**config.mk**
```make
export PLATFORM = sky130hd
export DESIGN_NAME = alu_issue_ctrl
export DESIGN_NICKNAME = d
export VERILOG_FILES = /design/src/rtl/alu_issue_ctrl.sv
export SDC_FILE = /design/constraint.sdc
export NUM_CORES = 1
export LEC_CHECK = 0
export ABC_AREA = 0
export CORE_AREA = 2 2 149 151
export DETAILED_ROUTE_END_ITERATION = 16
export DIE_AREA = 0 0 151 153
export PLACE_DENSITY = 0.71
export SYNTH_ARGS = -nofsm -noshare
export SYNTH_HDL_FRONTEND = slang
export SYNTH_SLANG_ARGS = --single-unit
```
**constraint.sdc**
```tcl
create_clock -name clk -period 2.72 [get_ports clk]
set_clock_uncertainty 0.1 [all_clocks]
set_input_delay 0.272 -clock clk [delete_from_list [all_inputs] [get_ports clk]]
set_output_delay 0.272 -clock clk [all_outputs]
set_load 0.03 [all_outputs]
```
**src/rtl/alu_issue_ctrl.sv**
```systemverilog
// Issue sequencer for the 16-bit ALU: decodes instructions, reads the 8x16
// register file, holds operands for ALU_LAT cycles, then writes the result back.
module alu_issue_ctrl #(
  parameter int ALU_LAT = 2,
  parameter int DATA_W  = 16
) (
  input  logic              clk,
  input  logic              rst,
  input  logic              instr_valid,
  output logic              instr_ready,
  input  logic [15:0]       instr,
  output logic [DATA_W-1:0] alu_a,
  output logic [DATA_W-1:0] alu_b,
  output logic [4:0]        alu_code,
  input  logic [DATA_W-1:0] alu_c,
  input  logic              alu_overflow,
  input  logic              cfg_we,
  input  logic [2:0]        cfg_addr,
  input  logic [DATA_W-1:0] cfg_wdata,
  output logic              wb_valid,
  output logic [2:0]        wb_addr,
  output logic [DATA_W-1:0] wb_data,
  output logic              ovf_sticky,
  input  logic              ovf_clear,
  output logic              illegal_sticky,
  output logic              busy
);

  typedef enum logic [1:0] {IDLE, EXEC, WB} state_t;

  state_t            state_q, state_d;
  logic [3:0]        cnt_q, cnt_d;
  logic [DATA_W-1:0] alu_a_q, alu_a_d;
  logic [DATA_W-1:0] alu_b_q, alu_b_d;
  logic [4:0]        alu_code_q, alu_code_d;
  logic [2:0]        rd_q, rd_d;
  logic [DATA_W-1:0] regs_q [8];
  logic [DATA_W-1:0] regs_d [8];
  logic              wb_valid_q, wb_valid_d;
  logic [2:0]        wb_addr_q, wb_addr_d;
  logic [DATA_W-1:0] wb_data_q, wb_data_d;
  logic              ovf_sticky_q, ovf_sticky_d;
  logic              illegal_sticky_q, illegal_sticky_d;
  logic              ovf_set;
  logic              code_legal;
  logic              code_ovf;
  logic              unused_instr_bit;

  assign unused_instr_bit = instr[0];

  assign code_legal = alu_code_q inside {[5'd0:5'd5], 5'd8, 5'd9, 5'd10, 5'd12,
                                         [5'd16:5'd19], [5'd24:5'd29]};
  assign code_ovf   = alu_code_q inside {5'd0, 5'd2, 5'd4, 5'd5};

  always_comb begin
    state_d          = state_q;
    cnt_d            = cnt_q;
    alu_a_d          = alu_a_q;
    alu_b_d          = alu_b_q;
    alu_code_d       = alu_code_q;
    rd_d             = rd_q;
    regs_d           = regs_q;
    wb_valid_d       = 1'b0;
    wb_addr_d        = wb_addr_q;
    wb_data_d        = wb_data_q;
    illegal_sticky_d = illegal_sticky_q;
    ovf_set          = 1'b0;
    case (state_q)
      IDLE: begin
        // Operands come from regs_q, so a same-edge cfg write is not visible here
        if (instr_valid) begin
          alu_code_d = instr[15:11];
          rd_d       = instr[10:8];
          alu_a_d    = regs_q[instr[7:5]];
          alu_b_d    = instr[1] ? {{(DATA_W-3){1'b0}}, instr[4:2]} : regs_q[instr[4:2]];
          cnt_d      = 4'(ALU_LAT - 1);
          state_d    = EXEC;
        end
        if (cfg_we) begin
          regs_d[cfg_addr] = cfg_wdata;
        end
      end
      EXEC: begin
        if (cnt_q == 4'd0) begin
          state_d = WB;
          if (code_legal) begin
            regs_d[rd_q] = alu_c;
            wb_valid_d   = 1'b1;
            wb_addr_d    = rd_q;
            wb_data_d    = alu_c;
            ovf_set      = code_ovf && alu_overflow;
          end else begin
            illegal_sticky_d = 1'b1;
          end
        end else begin
          cnt_d = cnt_q - 4'd1;
        end
      end
      WB: begin
        state_d = IDLE;
      end
      default: begin
        state_d = IDLE;
      end
    endcase
    // A set on the same edge as a clear takes priority
    ovf_sticky_d = ovf_set ? 1'b1 : (ovf_clear ? 1'b0 : ovf_sticky_q);
  end

  always_ff @(posedge clk) begin
    if (rst) begin
      state_q          <= IDLE;
      cnt_q            <= 4'd0;
      alu_a_q          <= '0;
      alu_b_q          <= '0;
      alu_code_q       <= 5'd0;
      rd_q             <= 3'd0;
      for (int i = 0; i < 8; i++) regs_q[i] <= '0;
      wb_valid_q       <= 1'b0;
      wb_addr_q        <= 3'd0;
      wb_data_q        <= '0;
      ovf_sticky_q     <= 1'b0;
      illegal_sticky_q <= 1'b0;
    end else begin
      state_q          <= state_d;
      cnt_q            <= cnt_d;
      alu_a_q          <= alu_a_d;
      alu_b_q          <= alu_b_d;
      alu_code_q       <= alu_code_d;
      rd_q             <= rd_d;
      regs_q           <= regs_d;
      wb_valid_q       <= wb_valid_d;
      wb_addr_q        <= wb_addr_d;
      wb_data_q        <= wb_data_d;
      ovf_sticky_q     <= ovf_sticky_d;
      illegal_sticky_q <= illegal_sticky_d;
    end
  end

  assign instr_ready    = (state_q == IDLE) && !rst;
  assign busy           = (state_q != IDLE);
  assign alu_a          = alu_a_q;
  assign alu_b          = alu_b_q;
  assign alu_code       = alu_code_q;
  assign wb_valid       = wb_valid_q;
  assign wb_addr        = wb_addr_q;
  assign wb_data        = wb_data_q;
  assign ovf_sticky     = ovf_sticky_q;
  assign illegal_sticky = illegal_sticky_q;

endmodule

```
==> flow_metrics.env <==
export IMPL_status="finished, final reports clean"
export IMPL_hp_class="input port to register"
export IMPL_sequentialPowerShare_pct=42.7
export IMPL_max_freq_ghz=0.398
export IMPL_initial_core_util_pct=49.2
export IMPL_portBuffers=116
export IMPL_clk_path_buf_depth=2
export IMPL_track_usage_pct=26.8
export IMPL_drc=0
export IMPL_ir_worst_vdd_v=0.000457
export IMPL_post_drt_via_cell_ratio=6.53
export IMPL_drt_initial_drc_count=930
export IMPL_drtAntennaViolNets=0
export IMPL_grt_pass1_wl_um=48200
export IMPL_syn_nets=1119
export IMPL_cts_tree="yes"
export IMPL_dpl_hpwl_um=21400
export IMPL_hold_violations=0
export IMPL_powerDensity_mw_per_mm2=603
export IMPL_slew_violations=0
export IMPL_num_antenna_cells=0
export IMPL_num_rows=54
export IMPL_rr_worst_depth=6
export IMPL_leakagePower_nw=4.04
export IMPL_fin_crit_ps=2510
export IMPL_worst_pin_slew_ps=951
export IMPL_worstPathArrival_ps=2710
export IMPL_required_ps=2920
export IMPL_synth_warnings=0
export IMPL_grt_pass1_vias=8738
export IMPL_chipHeight_um=153
export IMPL_rsz0062_at_grt="false"
export IMPL_synthArstFlopShare_pct=0
export IMPL_syn_area_per_cell_um2=9.98
export IMPL_r2r_end="regs_q[113]"
export IMPL_p_comb_share_pct=21.9
export IMPL_critPathMaxFanout=17
export IMPL_io_pins=118
export IMPL_wl_per_cell_um=22.4
export IMPL_fp_dieW_um=151
export IMPL_seq_area_frac_synth_pct=37.1
export IMPL_htreeDepth=4
export IMPL_min_path_cells=2
export IMPL_grt_max_degree=106
export IMPL_p_int_mw=5.12
export IMPL_syn_inst=1060
export IMPL_yosysUniqueCellTypes=53
export IMPL_synth_top_area_share_pct=37.1
export IMPL_critical_path_class="register to register"
export IMPL_finalSetupTns_ps=0
export IMPL_drt_total_wl_um=31100
export IMPL_r2r_start="alu_code[4]"
export IMPL_relSlewSlack_pct=36.6
export IMPL_drive_gt1_share_pct=17.2
export IMPL_cts_buffers=17
export IMPL_dpl_instance_area_mm2=0.0118
export IMPL_clock_sinks=196
export IMPL_yosys_area_top_type="dfxtp_1"
export IMPL_dr_pass1_iters=7
export IMPL_fin_crit_sh_pct=92.4
export IMPL_hold_start="rst"
export IMPL_reg2reg_slack_ps=210
export IMPL_endpoint_kind="register"
export IMPL_crit_path_start_kind="register"
export IMPL_die_area_mm2=0.0231
export IMPL_overflow=0
export IMPL_syn2layout_area_growth_pct=17.7
export IMPL_syn_area_mm2=0.0106
export IMPL_clkPwrFrac_pct=35.4
export IMPL_design_area_mm2=0.0124
export IMPL_core_area_mm2=0.0215
export IMPL_holdPathEnd="cnt_q[0]"
export IMPL_clk_pin_slew_worst_paths_ps=80
export IMPL_via_count=9096
export IMPL_synth_edf_count=0
export IMPL_ys_flop_type="dfxtp_1"
export IMPL_hold_buffers=0
export IMPL_clock_latency_ps=440
export IMPL_p_switching_mw=2.38
export IMPL_setup_viol=0
export IMPL_post_cts_buffers=0
export IMPL_fillCellCount=1899
export IMPL_place_congestion=0.874
export IMPL_ys_top_cells_by_area="dfxtp_1 37%, mux4_2 14%, a211oi_1 8.1%"
export IMPL_swShare_pct=31.7
export IMPL_max_cap_violations=0
export IMPL_post_cts_resized=0
export IMPL_antenna_found_initial=1
export IMPL_ys_ff_latch=196
export IMPL_nNetsFinal=1158
export IMPL_timing_hold_ws_ps=102
export IMPL_clock_root_buffer="clkbuf_16"
==> registers in the layout (all words and copies together) (netlist names), 2 cells and up <==
signal,cells
wb_addr,3
alu_b,16
state_q,2
wb_data,16
rd_q,3
cnt_q,4
alu_code,5
alu_a,16
regs_q,128
==> worst max-delay path, stage by stage, from the launching register on <==
cell      delay (ps)
dfxtp_1          380
nor2b_1          180
o21a_2           280
o31ai_4          820
and2_1           230
buf_4            250
a211oi_1         120
==> power by group through the flow <==
stage,logic (mW),clock network (mW),registers (mW)
6_report,1.64,2.66,3.20
5_1_grt,1.76,2.82,3.22
4_1_cts,1.63,2.69,3.20
3_5_place_dp,1.62,0,3.26
3_3_place_gp,1.60,0,3.25
2_1_floorplan,1.09,0,3.29
==> worst max-delay path by stage <==
stage	from	end	slack [ps]	depth (start not counted)
finish	alu_code[4]	regs_q[113]	210	6
CTS	alu_code[4]	regs_q[113]	220	6
detailed placement	alu_code[4]	regs_q[113]	250	6
global placement	cfg_addr[2]	regs_q[28]	310	6
global route	rd_q[0]	regs_q[113]	60	6
floorplan	state_q[0]	alu_b[10]	520	7
==> cells in the final DEF, fill, tap and decap left out, drive strengths merged, types with 2 or more instances in the layout <==
cell and count:
dfxtp 196, a211oi 128, a21oi 117, clkdlybuf4s50 113, a22oi 80, mux4 64
mux2i 57, nor2 57, buf 55, a32oi 48, nand2 40, o21ai 35
and2 23, clkbuf 18, inv 16, nor3 10, nand2b 5, nor2b 5
a21o 4, nor3b 4, or3 3, o31a 3, o31ai 3, or2 3
clkinv 3, xnor2 2, and3b 2, ha 2, bufinv 2, and3 2
nor4 2
==> area by class of cell <==
type / instances / area, um2 / share of cell area, %
Inverter: 8 / 30.0 / 0.241
Timing Repair Buffer: 168 / 1590 / 12.8
Sequential cell: 196 / 3920 / 31.5
Multi-Input combinational cell: 708 / 5930 / 47.7
Clock buffer: 18 / 429 / 3.45
Tap cell: 280 / 350 / 2.82
Clock inverter: 14 / 186 / 1.50
==> through the flow <==
stage / setup WS (ps) / util, % / cells / total power [mW]
floorplan: 525 / - / 1060 / 4.38
global placement: 307 / 55.0 / 1360 / 4.84
detailed placement: 247 / 55.0 / 1360 / 4.88
CTS: 221 / 57.9 / 1392 / 7.51
global route: 61.1 / 57.9 / 1392 / 7.80
finish: 208 / 57.9 / 1392 / 7.50
==> cell usage after synthesis, types with 2 or more instances <==
cell / n
o31ai_4: 3
nand2_1: 40
and3b_1: 2
a211oi_1: 114
buf_1: 19
nand2b_1: 5
nor3_2: 4
or2_1: 2
nor2_1: 57
mux2i_1: 57
a22oi_1: 80
nor2b_1: 5
buf_2: 36
o21ai_0: 35
a21oi_1: 116
or3_1: 3
nor3b_4: 2
a211oi_2: 14
dfxtp_1: 196
inv_1: 7
o31a_1: 3
and3_1: 2
nor3_1: 2
and2_0: 2
a32oi_1: 48
buf_6: 8
ha_1: 2
a21o_2: 2
buf_4: 12
clkbuf_1: 72
and2_1: 21
xnor2_1: 2
mux4_2: 64
nor3_4: 4
==> cells by family (layout without fill, tap and decap cells) <==
family | after synthesis | count (layout) | share of synthesized area, %
adder cells (fa/ha/maj) | 2 | 2 | 0.237
AO/OA/AOI/OAI | 423 | 423 | 28.3
buffers and inverters | 156 | 208 | 6.97
multiplexers | 121 | 121 | 19.0
flip-flops | 196 | 196 | 37.1
AND/OR/NAND/NOR | 160 | 160 | 8.25
XOR/XNOR | 2 | 2 | 0.166
==> routing by layer <==
| layer | vias to the layer above | routed length (um) | track usage, % |
|---|---|---|---|
| met3 | 65 | 3230 | 6.12 |
| met2 | 506 | 13900 | 40.2 |
| met4 | 2 | 688 | 9.03 |
| met1 | 4348 | 13300 | 38.2 |
| met5 | - | 12 | 0 |
| li1 | 4175 | - | - |
No activity file was read; power rests on OpenSTA's default activity.
